`config.mk`:
```
export PLATFORM = sky130hd
export DESIGN_NAME = sprite_blitter
export DESIGN_NICKNAME = d
export VERILOG_FILES = /design/src/rtl/sprite_blitter.sv
export SDC_FILE = /design/constraint.sdc
export NUM_CORES = 1
export LEC_CHECK = 0
export CORE_ASPECT_RATIO = 0.8
export CORE_MARGIN = 2
export CORE_UTILIZATION = 23
export DETAILED_ROUTE_END_ITERATION = 6
export PLACE_DENSITY = 0.41
export SLEW_MARGIN = 15
export SYNTH_ARGS = -nofsm -noshare
export SYNTH_HDL_FRONTEND = slang
export SYNTH_SLANG_ARGS = --single-unit
```
`constraint.sdc`:
```
create_clock -name clk -period 1.8 [get_ports clk]
set_input_delay 0.27 -clock clk [delete_from_list [all_inputs] [get_ports clk]]
set_output_delay 0.27 -clock clk [all_outputs]
set_load 0.005 [all_outputs]
```
`src/rtl/sprite_blitter.sv`:
```
// rtl/sprite_blitter.sv - multi-frame sprite blitter with positioning, transparency keying and clipping
// Walks one frame of the sprite ROM in raster order and emits one VGA plot candidate per cycle.
module sprite_blitter #(
    parameter int SPRITE_W   = 16,
    parameter int SPRITE_H   = 16,
    parameter int FRAMES     = 1,
    parameter int COLOR_BITS = 3,
    parameter int SCREEN_W   = 160,
    parameter int SCREEN_H   = 120,
    parameter int X_BITS     = 8,
    parameter int Y_BITS     = 7,
    parameter logic [COLOR_BITS-1:0] TRANSPARENT = '0,
    parameter MIF_FILE = "UNUSED",
    parameter logic [FRAMES*SPRITE_W*SPRITE_H*COLOR_BITS-1:0] ROM_INIT = '0,
    localparam int FRAME_W = (FRAMES > 1) ? $clog2(FRAMES) : 1
) (
    input  logic                  clk,
    input  logic                  resetn,
    input  logic                  start,
    input  logic [X_BITS-1:0]     pos_x,
    input  logic [Y_BITS-1:0]     pos_y,
    input  logic [FRAME_W-1:0]    frame,
    output logic                  busy,
    output logic                  done,
    output logic                  plot,
    output logic [X_BITS-1:0]     vga_x,
    output logic [Y_BITS-1:0]     vga_y,
    output logic [COLOR_BITS-1:0] vga_color
);

    localparam int N_PIX  = SPRITE_W * SPRITE_H;
    localparam int DEPTH  = FRAMES * N_PIX;
    localparam int ADDR_W = (DEPTH > 1) ? $clog2(DEPTH) : 1;
    localparam int SX_W   = (SPRITE_W > 1) ? $clog2(SPRITE_W) : 1;
    localparam int SY_W   = (SPRITE_H > 1) ? $clog2(SPRITE_H) : 1;

    typedef enum logic [1:0] {
        S_IDLE,
        S_RUN,
        S_FLUSH
    } state_t;

    state_t r_state;
    state_t w_next;

    logic                  w_accept;
    logic                  w_issue;
    logic                  w_sx_end;
    logic                  w_last_pix;
    logic [FRAME_W-1:0]    w_frame_clamped;
    logic [ADDR_W-1:0]     w_addr;
    logic [X_BITS:0]       w_x;
    logic [Y_BITS:0]       w_y;
    logic                  w_inb;

    logic [X_BITS-1:0]     r_pos_x;
    logic [Y_BITS-1:0]     r_pos_y;
    logic [FRAME_W-1:0]    r_frame;
    logic [SX_W-1:0]       r_sx;
    logic [SY_W-1:0]       r_sy;

    logic                  r_valid;
    logic                  r_inb;
    logic                  r_done;
    logic [X_BITS-1:0]     r_x;
    logic [Y_BITS-1:0]     r_y;
    logic [COLOR_BITS-1:0] r_rom_q;

    assign w_sx_end   = (r_sx == SX_W'(SPRITE_W - 1));
    assign w_last_pix = w_sx_end && (r_sy == SY_W'(SPRITE_H - 1));
    assign w_frame_clamped = ({1'b0, frame} >= (FRAME_W + 1)'(FRAMES)) ? FRAME_W'(FRAMES - 1) : frame;

    always_ff @(posedge clk or negedge resetn) begin
        if (!resetn) begin
            r_state <= S_IDLE;
        end else begin
            r_state <= w_next;
        end
    end

    always_comb begin
        w_next   = r_state;
        w_accept = 1'b0;
        w_issue  = 1'b0;
        case (r_state)
            S_IDLE: begin
                if (start) begin
                    w_accept = 1'b1;
                    w_next   = S_RUN;
                end
            end
            S_RUN: begin
                w_issue = 1'b1;
                if (w_last_pix) begin
                    w_next = S_FLUSH;
                end
            end
            // One cycle lets the final ROM word and its coordinates reach the outputs.
            S_FLUSH: begin
                w_next = S_IDLE;
            end
            default: begin
                w_next = S_IDLE;
            end
        endcase
    end

    always_ff @(posedge clk or negedge resetn) begin
        if (!resetn) begin
            r_pos_x <= '0;
            r_pos_y <= '0;
            r_frame <= '0;
            r_sx    <= '0;
            r_sy    <= '0;
        end else if (w_accept) begin
            r_pos_x <= pos_x;
            r_pos_y <= pos_y;
            r_frame <= w_frame_clamped;
            r_sx    <= '0;
            r_sy    <= '0;
        end else if (w_issue) begin
            if (w_sx_end) begin
                r_sx <= '0;
                r_sy <= r_sy + SY_W'(1);
            end else begin
                r_sx <= r_sx + SX_W'(1);
            end
        end
    end

    assign w_addr = ADDR_W'(int'(r_frame) * N_PIX + int'(r_sy) * SPRITE_W + int'(r_sx));

    // The extra MSB keeps off-screen sums from wrapping back onto the screen.
    assign w_x   = (X_BITS + 1)'(r_pos_x) + (X_BITS + 1)'(r_sx);
    assign w_y   = (Y_BITS + 1)'(r_pos_y) + (Y_BITS + 1)'(r_sy);
    assign w_inb = (w_x < (X_BITS + 1)'(SCREEN_W)) && (w_y < (Y_BITS + 1)'(SCREEN_H));

    always_ff @(posedge clk or negedge resetn) begin
        if (!resetn) begin
            r_valid <= 1'b0;
            r_inb   <= 1'b0;
            r_done  <= 1'b0;
            r_x     <= '0;
            r_y     <= '0;
        end else begin
            r_valid <= w_issue;
            r_done  <= (r_state == S_FLUSH);
            if (w_issue) begin
                r_x   <= w_x[X_BITS-1:0];
                r_y   <= w_y[Y_BITS-1:0];
                r_inb <= w_inb;
            end
        end
    end

    generate
        if (MIF_FILE == "UNUSED") begin : g_param_rom
            logic [COLOR_BITS-1:0] w_rom [DEPTH];
            for (genvar gi = 0; gi < DEPTH; gi++) begin : g_word
                assign w_rom[gi] = ROM_INIT[gi*COLOR_BITS +: COLOR_BITS];
            end
            always_ff @(posedge clk or negedge resetn) begin
                if (!resetn) begin
                    r_rom_q <= '0;
                end else if (w_issue) begin
                    r_rom_q <= w_rom[w_addr];
                end
            end
        end else begin : g_mif_rom
            (* ram_init_file = MIF_FILE *) logic [COLOR_BITS-1:0] r_mem [DEPTH];
            always_ff @(posedge clk or negedge resetn) begin
                if (!resetn) begin
                    r_rom_q <= '0;
                end else if (w_issue) begin
                    r_rom_q <= r_mem[w_addr];
                end
            end
        end
    endgenerate

    assign busy      = (r_state != S_IDLE);
    assign done      = r_done;
    assign plot      = r_valid && r_inb && (r_rom_q != TRANSPARENT);
    assign vga_x     = r_x;
    assign vga_y     = r_y;
    assign vga_color = r_rom_q;

endmodule

```
==> impl_metrics.toml <==
[outcome]
status = "complete, no violations"

[clock_network]
cts_root_buffer = "clkbuf_16"
cts.path.max_buffers = 2
cts_tree = "built"
clkLatencyLatePin_ns = 0.28
worst_setup_hold_path_clk_slew_ns = 0.06
cts_buffers = 5
cts_num_sinks = 41
htree_num_levels = 2

[timing]
finalMaxSlewViolations = 0
layout_min_cycle_time_ns = 1.75
skew_ns = 0.00417
hold_violations = 0
rsz0062_at_grt = "yes"
fmax_mhz = 571
setup-violations-final = 0
post-route-period-util_pct = 97.3

[power_and_ir_drop]
design_power_total_mw = 4.41
seqPwrFrac_pct = 36.1
leakage_nw = 1.32
irDropWorstVdd_uv = 413
cell_internal_pwr_mw = 2.94
p_sw_share_pct = 33.3
power_frac_clock_pct = 20.2
powerDensity_nw_per_um2 = 1470
p_sw_mw = 1.47
pwr-share-comb_pct = 43.7

[setup_path]
cp-end-kind = "flip-flop"
crit_family = "flip-flops"
cp_max_fo = 4
cp-start-kind = "flip-flop"
worst-path-buf-inv = 1
r2r_cells = 5
cp_slowest_stage_delay_ns = 0.44
crit_required_ns = 1.96
slowest_stage = "dfrtp_1"
path_cells = "ha_1 -> a211oi_1 -> buf_4 -> o2111a_1 -> or3_1"
r2r-end = "vga_x[5]$_DFFE_PN0N_"
path_class = "flip-flop to flip-flop"
ff2ff_setup_slack_ns = 0.05
cp.arrival_ns = 1.91
worstReg2RegStart = "r_sx[1]$_DFFE_PN0P_"

[synth]
ys_types = 47
yosysTopAreaCell = "dfrtp_1"
synth_edf_count = 0
yosysMostFrequentCell = "dfrtp_1"
ys_warn_count = 0
ys_ff_latch = 41
synthFlopType = "dfrtp_1"
yosys.area.top_type_share_pct = 45.8
avgSynthCellArea_um2 = 10.8
synth.top_cells.by_count = "dfrtp_1, nand2_1, o21ai_0"
synthCells = 207
synth.area.top_cells = "dfrtp_1, ha_1, mux2_4"
syn-cell-area_um2 = 2240
synth.yosys.seq_area_share_pct = 45.8
async_reset_ff_share_pct = 100

[routing]
drc_errors = 0
via_per_inst = 4.58
firstDrtPassIters = 4
routed_wl_um = 5320
drtIter0Drc = 47
post_drt_wl_per_cell_um = 14.0
vias = 1737
drtAntennaViolNets = 0

[worst_hold_path]
hp-class = "input port to asynchronous set/reset pin"

[die]
die_x_um = 114
core_um2 = 9570
die-area_um2 = 10500
rows = 32
start_util_pct = 23.4
ioPinCount = 40
die_h_um = 92.2

[finish]
diodes = 0
drive_gt1_share_pct = 19.2
syn_to_final_growth_pct = 34.2
utilization_pct = 31.4
fillers = 1010
layout.nets = 291

[placement]
dp_hpwl_um = 3880
port_buffers = 34
gp_congestion = 0.744

[global_route]
overflow = 0
grtUsageTotal_pct = 10.9
grt_max_degree = 25
antenna_found_initial = 0
grt_pass1_wl_um = 8870
grt_pass1_vias = 1686

[run]
cap_violations = 0
-- final cells by class --
| type | instances | area, um^2 | share of cell area (%) |
|---|---|---|---|
| multi-input combinational | 145 | 1100 | 36.7 |
| inverter | 10 | 37.5 | 1.25 |
| sequential | 41 | 1030 | 34.2 |
| tap | 119 | 149 | 4.96 |
| clock buffer | 7 | 143 | 4.75 |
| timing repair buffer | 57 | 548 | 18.2 |
-- metrics by stage --
step	worst slack, ns	hold slack, ns	setup TNS, ns	cells	area [um^2]
final	0.0492	0.466	0	379	3000
after global routing	-0.0471	0.508	-0.0850	379	3000
after detailed placement	-0.0163	0.237	-0.0163	371	2840
after global placement	-0.0157	0.242	-0.0157	371	2840
after floorplan	0.116	-0.0256	0	210	2250
after CTS	0.0357	0.480	0	379	3000
-- cells in the final DEF (no fill, tap or decap), types with 2 or more instances in the layout --
| cell | instances |
|---|---|
| a211oi_1 | 4 |
| a211oi_2 | 2 |
| a21o_1 | 2 |
| a21oi_1 | 7 |
| a31oi_1 | 3 |
| buf_12 | 3 |
| buf_4 | 19 |
| clkbuf_16 | 5 |
| clkdlybuf4s50_1 | 33 |
| conb_1 | 4 |
| dfrtp_1 | 41 |
| ha_1 | 10 |
| inv_1 | 10 |
| mux2_2 | 8 |
| mux2_4 | 7 |
| nand2_1 | 20 |
| nand2b_1 | 2 |
| nand3_1 | 11 |
| nor2_1 | 3 |
| nor2b_1 | 2 |
| nor3_1 | 2 |
| nor4bb_1 | 4 |
| o2111ai_1 | 4 |
| o211ai_1 | 2 |
| o21ai_0 | 12 |
| o21ai_1 | 3 |
| or3_1 | 5 |
| or3b_1 | 2 |
| or4_1 | 5 |
| or4bb_1 | 2 |
| xnor2_1 | 2 |
-- layer usage --
layer  track usage [%]  wire length [um]
met1              16.1              2790
met2              15.5              2240
met3              3.11               233
met4              3.05                55
met5                 0                 0
-- power by group through the flow --
stage / registers [mW] / clock network, mW / logic [mW]
2_1_floorplan: 1.57 / 0 / 1.06
3_3_place_gp: 1.62 / 0 / 1.90
3_5_place_dp: 1.62 / 0 / 1.90
4_1_cts: 1.61 / 0.924 / 1.93
5_1_grt: 1.66 / 0.966 / 2.17
6_report: 1.59 / 0.888 / 1.93
-- flip-flops by register name (all words and copies together) (netlist names) --
| signal | cells |
|---|---|
| r_pos_y | 7 |
| vga_x | 8 |
| r_sy | 4 |
| done | 1 |
| r_pos_x | 8 |
| r_sx | 4 |
| vga_y | 7 |
| r_state | 2 |
-- cell families (layout without fill, tap and decap cells) --
kind of cell,Yosys count,after routing,share of synthesized area (%)
AO/OA/AOI/OAI,48,48,14.3
XOR/XNOR,2,2,0.783
adder cells (fa/ha/maj),12,12,7.38
buffers and inverters,24,74,6.04
flip-flops,41,41,45.8
multiplexers,16,16,9.17
other,1,4,0.168
AND/OR/NAND/NOR,63,63,16.3
-- how the worst max path moves through the flow --
stage,start,endpoint,slack (ns),cells after the start
after floorplan,r_sx[1]$_DFFE_PN0P_,vga_x[5]$_DFFE_PN0N_,0.12,4
after CTS,r_pos_x[2]$_DFFE_PN0P_,vga_x[5]$_DFFE_PN0N_,0.04,4
after global placement,r_pos_y[0]$_DFFE_PN0P_,vga_y[6]$_DFFE_PN0N_,-0.02,5
final,r_sx[1]$_DFFE_PN0P_,vga_x[5]$_DFFE_PN0N_,0.05,5
after global routing,r_sx[1]$_DFFE_PN0P_,vga_x[5]$_DFFE_PN0N_,-0.05,4
after detailed placement,r_pos_y[0]$_DFFE_PN0P_,vga_y[6]$_DFFE_PN0N_,-0.02,5
-- worst reg2reg max path: stages (launching register included) --
cell and delay [ns]:
dfrtp_1 0.44, ha_1 0.32, a211oi_1 0.11, buf_4 0.17
o2111a_1 0.24, or3_1 0.36
-- timing repair --
item	4_1_cts	5_1_grt
gates resized for setup	1	3
pin swaps	0	1
hold endpoints to repair	17	0
endpoints found under the setup margin	1	4
setup buffers	0	0
hold buffers	1	0
(Power assumes the default switching activity.)
